<file path="config.mk">
export PLATFORM = sky130hd
export DESIGN_NAME = firebird7_in_gate1_tessent_tdr_w19_30
export DESIGN_NICKNAME = d
export VERILOG_FILES = /design/src/rtl/firebird7_in_gate1_tdr_pkg.sv /design/src/rtl/firebird7_in_gate1_tdr_bit.sv /design/src/rtl/firebird7_in_gate1_tessent_tdr_w19_30.sv
export SDC_FILE = /design/constraint.sdc
export NUM_CORES = 1
export LEC_CHECK = 0
export CAP_MARGIN = 20
export CORE_MARGIN = 2
export CORE_UTILIZATION = 45
export DETAILED_ROUTE_END_ITERATION = 10
export DONT_BUFFER_PORTS = 1
export HOLD_SLACK_MARGIN = 0.12
export PLACE_DENSITY = 0.57
export SYNTH_ARGS = -nofsm -noshare
export SYNTH_HDL_FRONTEND = slang
export SYNTH_HIERARCHICAL = 1
export SYNTH_SLANG_ARGS = --single-unit
</file>
<file path="constraint.sdc">
create_clock -name ijtag_tck -period 4.1 [get_ports ijtag_tck]
set_clock_uncertainty 0.1 [all_clocks]
set_input_delay 0.41 -clock ijtag_tck [delete_from_list [all_inputs] [get_ports ijtag_tck]]
set_output_delay 0.41 -clock ijtag_tck [all_outputs]
set_load 0.01 [all_outputs]
</file>
<file path="src/rtl/firebird7_in_gate1_tdr_pkg.sv">
// firebird7_in_gate1_tdr_pkg: shared widths, reset value and control-FSM state type for the 20-bit IJTAG TDR
package firebird7_in_gate1_tdr_pkg;
  localparam int TDR_DATA_W = 19;
  localparam int TDR_LEN = 20;
  localparam int TDR_SEL_BIT = 19;
  localparam logic [TDR_LEN-1:0] TDR_RESET_VAL = 20'h0;
  typedef enum logic [1:0] {IDLE, SHIFTING, UPDATED} tdr_state_e;
endpackage

</file>
<file path="src/rtl/firebird7_in_gate1_tdr_bit.sv">
// firebird7_in_gate1_tdr_bit: one TDR cell, a shift flop plus an update flop with capture/shift/update muxing
// Ports: i_clk/i_rst clock and sync reset; i_cap, i_shift, i_upd qualified enables;
//        i_cap_val capture value, i_si serial in; o_sr shift flop, o_ur update flop.
module firebird7_in_gate1_tdr_bit
  import firebird7_in_gate1_tdr_pkg::*;
#(
  parameter logic RST_VAL = 1'b0
) (
  input  logic i_clk,
  input  logic i_rst,
  input  logic i_cap,
  input  logic i_shift,
  input  logic i_upd,
  input  logic i_cap_val,
  input  logic i_si,
  output logic o_sr,
  output logic o_ur
);
  logic r_sr, r_ur;
  // capture wins over shift; update samples the pre-edge shift flop
  always_ff @(posedge i_clk) begin
    if (i_rst) begin
      r_sr <= RST_VAL;
      r_ur <= RST_VAL;
    end else begin
      r_sr <= i_cap ? i_cap_val : i_shift ? i_si : r_sr;
      if (i_upd) r_ur <= r_sr;
    end
  end
  assign o_sr = r_sr;
  assign o_ur = r_ur;
endmodule

</file>
<file path="src/rtl/firebird7_in_gate1_tessent_tdr_w19_30.sv">
// firebird7_in_gate1_tessent_tdr_w19_30: 20-bit IJTAG TDR, bit 19 drives the downstream mux select, bits 18:0 its data
// Ports: ijtag_tck clock, ijtag_reset sync active-high reset; ijtag_sel/ce/se/ue/si control and scan in;
//        ijtag_so scan out; capture_data_in observe value; ijtag_data_out/ijtag_select update-register outputs.
// Macro FIREBIRD7_TDR_CAPTURE_EN: capture loads {ur[19], capture_data_in}; otherwise capture reads back ur.
module firebird7_in_gate1_tessent_tdr_w19_30
  import firebird7_in_gate1_tdr_pkg::*;
(
  input  logic                  ijtag_tck,
  input  logic                  ijtag_reset,
  input  logic                  ijtag_sel,
  input  logic                  ijtag_ce,
  input  logic                  ijtag_se,
  input  logic                  ijtag_ue,
  input  logic                  ijtag_si,
  input  logic [TDR_DATA_W-1:0] capture_data_in,
  output logic                  ijtag_so,
  output logic [TDR_DATA_W-1:0] ijtag_data_out,
  output logic                  ijtag_select
);
  logic [TDR_LEN-1:0] w_sr, w_ur, w_cap, w_sin;
  tdr_state_e r_state, w_state_nxt;
`ifdef FIREBIRD7_TDR_CAPTURE_EN
  assign w_cap = {w_ur[TDR_SEL_BIT], capture_data_in};
`else
  logic w_unused;
  assign w_cap = w_ur;
  assign w_unused = ^capture_data_in;
`endif
  // shift right: ijtag_si enters at the select bit, sr[0] leaves on ijtag_so
  assign w_sin = {ijtag_si, w_sr[TDR_LEN-1:1]};
  for (genvar b = 0; b < TDR_LEN; b++) begin : g_bit
    firebird7_in_gate1_tdr_bit #(.RST_VAL(TDR_RESET_VAL[b])) u_bit (
      .i_clk    (ijtag_tck),
      .i_rst    (ijtag_reset),
      .i_cap    (ijtag_sel & ijtag_ce),
      .i_shift  (ijtag_sel & ijtag_se),
      .i_upd    (ijtag_sel & ijtag_ue),
      .i_cap_val(w_cap[b]),
      .i_si     (w_sin[b]),
      .o_sr     (w_sr[b]),
      .o_ur     (w_ur[b])
    );
  end
  assign ijtag_so = w_sr[0];
  assign ijtag_select = w_ur[TDR_SEL_BIT];
  assign ijtag_data_out = w_ur[TDR_DATA_W-1:0];
  // control-sequence tracker; observable only through assertions/coverage
  always_comb begin
    w_state_nxt = !ijtag_sel ? r_state :
                  ijtag_ce ? IDLE :
                  (ijtag_se && r_state != SHIFTING) ? SHIFTING :
                  (ijtag_ue && r_state == SHIFTING) ? UPDATED : r_state;
  end
  always_ff @(posedge ijtag_tck) begin
    if (ijtag_reset) r_state <= IDLE;
    else r_state <= w_state_nxt;
  end
endmodule

</file>
## Yosys cells after proc, flatten, opt, wreduce, memory -nomap -nowiden

Index checks and enable logic that the tools add are counted.

| storage, ports and cells | value |
|---|---|
| flip-flop bits (word level) | 40 |
| input bits | 26 |
| output and inout port bits | 21 |
| word-level logic and storage cells | 84 |

| cells by class | value |
|---|---|
| muxes and demuxes | 40 |
| bitwise operators | 3 |
| reductions and logical operators | 1 |

Operators with widths:

| kind | count |
|---|---|
| $mux 1 | 40 |
| $and 1x1->1 | 3 |
| $reduce_bool 2->1 | 1 |

## Logic depth before layout (Yosys ltp)

| depth | value |
|---|---|
| depth after elaboration | 3 |
| mapped depth | 3 |
| depth with buffers taken out | 3 |

## Modules after synthesis

Netlist, hierarchy kept.

By module, submodules not included:

| module | times used | cells an instance | area each (µm²) | sequential area each (µm²) |
|---|---|---|---|---|
| firebird7_in_gate1_tdr_bit | 20 | 8 | 86.3 | 40.0 |
| firebird7_in_gate1_tessent_tdr_w19_30 | 1 | 3 | 18.8 | 0.0 |

## Worst setup path before layout

OpenSTA, ideal clock, no wires.

| timing path | value |
|---|---|
| path type | input port to flip-flop |
| start point | input ijtag_se |
| end point | register g_bit[0].u_bit.r_sr |
| setup time | 124 ps |
| data arrival time | 1496 ps |
| setup slack | 2381 ps |
| cell stages on the path | 3 |
| cell sequence | and2_1 > mux2i_1 > a211oi_2 |

| between the ends | value |
|---|---|
| cells in the longest elaborated chain, start to end | 2 |

Ends and longest elaborated chain:

| item | line | RTL |
|---|---|---|
| start: declaration | firebird7_in_gate1_tessent_tdr_w19_30.sv:12 | `input logic ijtag_se,` |
| $and 1x1->1 | firebird7_in_gate1_tessent_tdr_w19_30.sv:36 | `.i_shift (ijtag_sel & ijtag_se),` |
| $reduce_bool 2->1 (no source line) | - |  |
| end signal: assignment | firebird7_in_gate1_tdr_bit.sv:26 | `r_sr <= i_cap ? i_cap_val : i_shift ? i_si : r_sr;` |
| end: declaration | firebird7_in_gate1_tdr_bit.sv:19 | `logic r_sr, r_ur;` |

No other way between the ends.
A chain may end at the register's enable or synchronous reset.

## Worst setup path after layout

| timing path | value |
|---|---|
| start point | input ijtag_sel |
| end point | register g_bit[5].u_bit.r_ur |

| between the ends | value |
|---|---|
| cells in the longest elaborated chain, start to end | 1 |

Ends and longest elaborated chain:

| item | line | RTL |
|---|---|---|
| start: declaration | firebird7_in_gate1_tessent_tdr_w19_30.sv:10 | `input logic ijtag_sel,` |
| $and 1x1->1 | firebird7_in_gate1_tessent_tdr_w19_30.sv:37 | `.i_upd (ijtag_sel & ijtag_ue),` |
| end signal: assignment | firebird7_in_gate1_tdr_bit.sv:27 | `if (i_upd) r_ur <= r_sr;` |
| end: declaration | firebird7_in_gate1_tdr_bit.sv:19 |  |

No other way between the ends.

==> reports/metrics.yaml <==
yosys:
  async_flop_share: 0
  syn_inst: 163
  yosysWarnings: 6
  synth_largest_area_cell: "dfxtp_1"
  synth_top_family_by_area: "multiplexers"
  synth_compound_area_frac: 0.1434
  ys_ff_latch: 40
  synth_top_area_share: 0.4588
  synth_edf_count: 0
  synthTopCellsByArea: "dfxtp_1 (46%), mux2i_1 (23%), a211oi_2 (14%), nor2b_1 (7.2%), inv_1 (4.3%)"
  synth_fa_ha_area_frac: 0
  ys.flop_type: "dfxtp_1"
  synthTopCellsByCount: "dfxtp_1 (40), mux2i_1 (40)"
  synth_area_per_cell_um2: 10.71
  syn_nets: 189
  ys_seq_area_frac: 0.4588
  ys_types: 7
  synthSimpleGateAreaFrac: 0.1254
  synthMuxAreaShare: 0.2294
  syn_area_um2: 1745
  synth_xor_area_frac: 0
placement:
  gp_congestion: 0.7390
  dp_hpwl_um: 2022
  dp_cells: 214
  placed_area_um2: 1848
  io_buffer_count: 0
die:
  io_pins: 47
  core-area_um2: 3689
  initial_core_util: 0.4732
  fp.dieH_um: 66.28
  rows: 22
  die-width_um: 66.28
  die_area_um2: 4393
worst_setup_path:
  crit_fanout: 11
  worst_ep_required_time_ns: 4.18
  path_class: "primary input to flip-flop"
  cp-end-kind: "flip-flop"
  crit_arrival_ns: 1.54
  start_kind: "primary input"
routing:
  drtIter0Drc: 34
  post_drt_wl_per_cell_um: 14.06
  postRouteAntennaNets: 0
  viasPerCell: 5.107
  routed_wl_um: 3150
  vias: 1144
  firstDrtPassIters: 4
  route.detailed.drc: 0
clock_network:
  h-tree-depth: 2
  clock_latency_ns: 0.29
  numCtsBuffers: 5
  cts_buffer_depth: 2
  clockRootBuffer: "clkbuf_8"
  cts_sinks: 40
  path_clk_slew_ns: 0.07
  cts_tree: "done"
  cts_setup_buffers: 0
  cts-resized-gates: 0
flow_run:
  drv_cap: 0
outcome:
  status: "completed"
grt:
  grt_max_degree: 41
  grt_pass1_vias: 1129
  antenna_found_initial: 0
  globalRoute.totalOverflow: 0
  grt_pass1_wl_um: 5582
  grt_util_all_layers: 0.1693
pwr:
  power.static_leakage_nw: 0.7551
  power_density_nw_per_um2: 412.0
  ir_drop_v: 0.0002493
timing:
  setup_viol: 0
  maxSlewViolCount: 0
  fin_tns_setup_ns: 0
  post-route-period-util: 0.3555
  hold_viol_final: 0
  rsz0062_at_grt: "no"
  fmax_mhz: 686.2
  maxSlewHeadroom: 0.5891
  period_needed_ns: 1.457
  worst_slew_pin_slew_ns: 0.6163
cells_and_area:
  layout.cells.non_filler: 224
  final_area_um2: 1991
  drive_gt1_frac: 0.1818
  fin_nets: 201
  area_growth_pct: 14.05
  n_antenna_cell: 0
min_path:
  hp-class: "primary input to flip-flop"
-- flip-flops by register name, summed over array words and instances (netlist names) --
register / cells
g_bit.u_bit/o_sr: 20
g_bit.u_bit/o_ur: 20
-- what timing repair did --
action	CTS	global route
hold endpoints to repair	40	0
hold buffers	1	0
endpoints found under the setup margin	0	0
-- layer usage --
| layer | wire [µm] | part of all wire | up-vias | global-route usage |
|---|---|---|---|---|
| li1 | - | - | 576 | - |
| met1 | 1409 | 0.45 | 543 | 0.1992 |
| met2 | 1482 | 0.47 | 19 | 0.2675 |
| met3 | 199 | 0.063 | 6 | 0.08007 |
| met4 | 59 | 0.019 | 0 | 0.06122 |
| met5 | 0 | 0 | - | 0 |
-- power breakdown --
part / switching (mW) / total [mW] / internal [mW]
registers: 0.0160 / 0.422 / 0.406
logic: 0.0441 / 0.0841 / 0.0401
clock network: 0.134 / 0.314 / 0.181
-- worst max-delay path, cell delays in order --
cell,delay (ns)
and2_1,0.50
buf_4,0.35
mux2i_1,0.22
nor2_1,0.05
-- stage by stage --
stage	util	total power [mW]	hold slack [ns]	worst slack, ns
after CTS	0.5356	0.8322	0.2868	2.492
after floorplan	-	0.4878	0.3746	2.381
final	0.5397	0.8201	0.2947	2.643
after detailed placement	0.5010	0.5058	0.3799	2.191
after global placement	0.4936	0.4994	0.3787	1.978
after global routing	0.5397	0.8641	0.2964	2.539
-- cell type report --
type,instances,area (µm²)
clock buffer,6,72.57
clock inverter,2,35.03
fill,349,1698
inverter,20,75.07
multi-input combinational,103,869.6
sequential,40,800.8
tap,48,60.06
timing repair buffer,5,77.57
-- final timing paths --
| kind | from | to | slack [ns] | cells after the start |
|---|---|---|---|---|
| hold / removal | ijtag_si | g_bit[19].u_bit/o_sr | 0.29 | 2 |
| setup reg to reg | g_bit[0].u_bit/o_sr | g_bit[0].u_bit/o_sr | 3.18 | 2 |
| hold reg to reg | g_bit[17].u_bit/o_sr | g_bit[17].u_bit/o_ur | 0.44 | 2 |
| setup / recovery | ijtag_sel | g_bit[5].u_bit/o_ur | 2.64 | 4 |
-- layout by cell type, fill, tap and decap left out --
cell type,netlist,final
buf_4,0,2
mux2i_1,40,40
clkbuf_8,0,5
inv_1,20,20
and2_1,3,3
buf_16,0,1
nor2_1,20,20
clkinv_2,0,1
a211oi_2,20,20
bufinv_16,0,1
dfxtp_1,40,40
buf_12,0,1
nor2b_1,20,20
clkbuf_1,0,1
buf_8,0,1
-- logic make-up (layout without fill, tap and decap cells) --
logic type | Yosys count | after routing
buffers and inverters | 20 | 33
flip-flops | 40 | 40
AND/OR/NAND/NOR | 43 | 43
AO/OA/AOI/OAI | 20 | 20
multiplexers | 40 | 40
(Power assumes the default switching activity.)
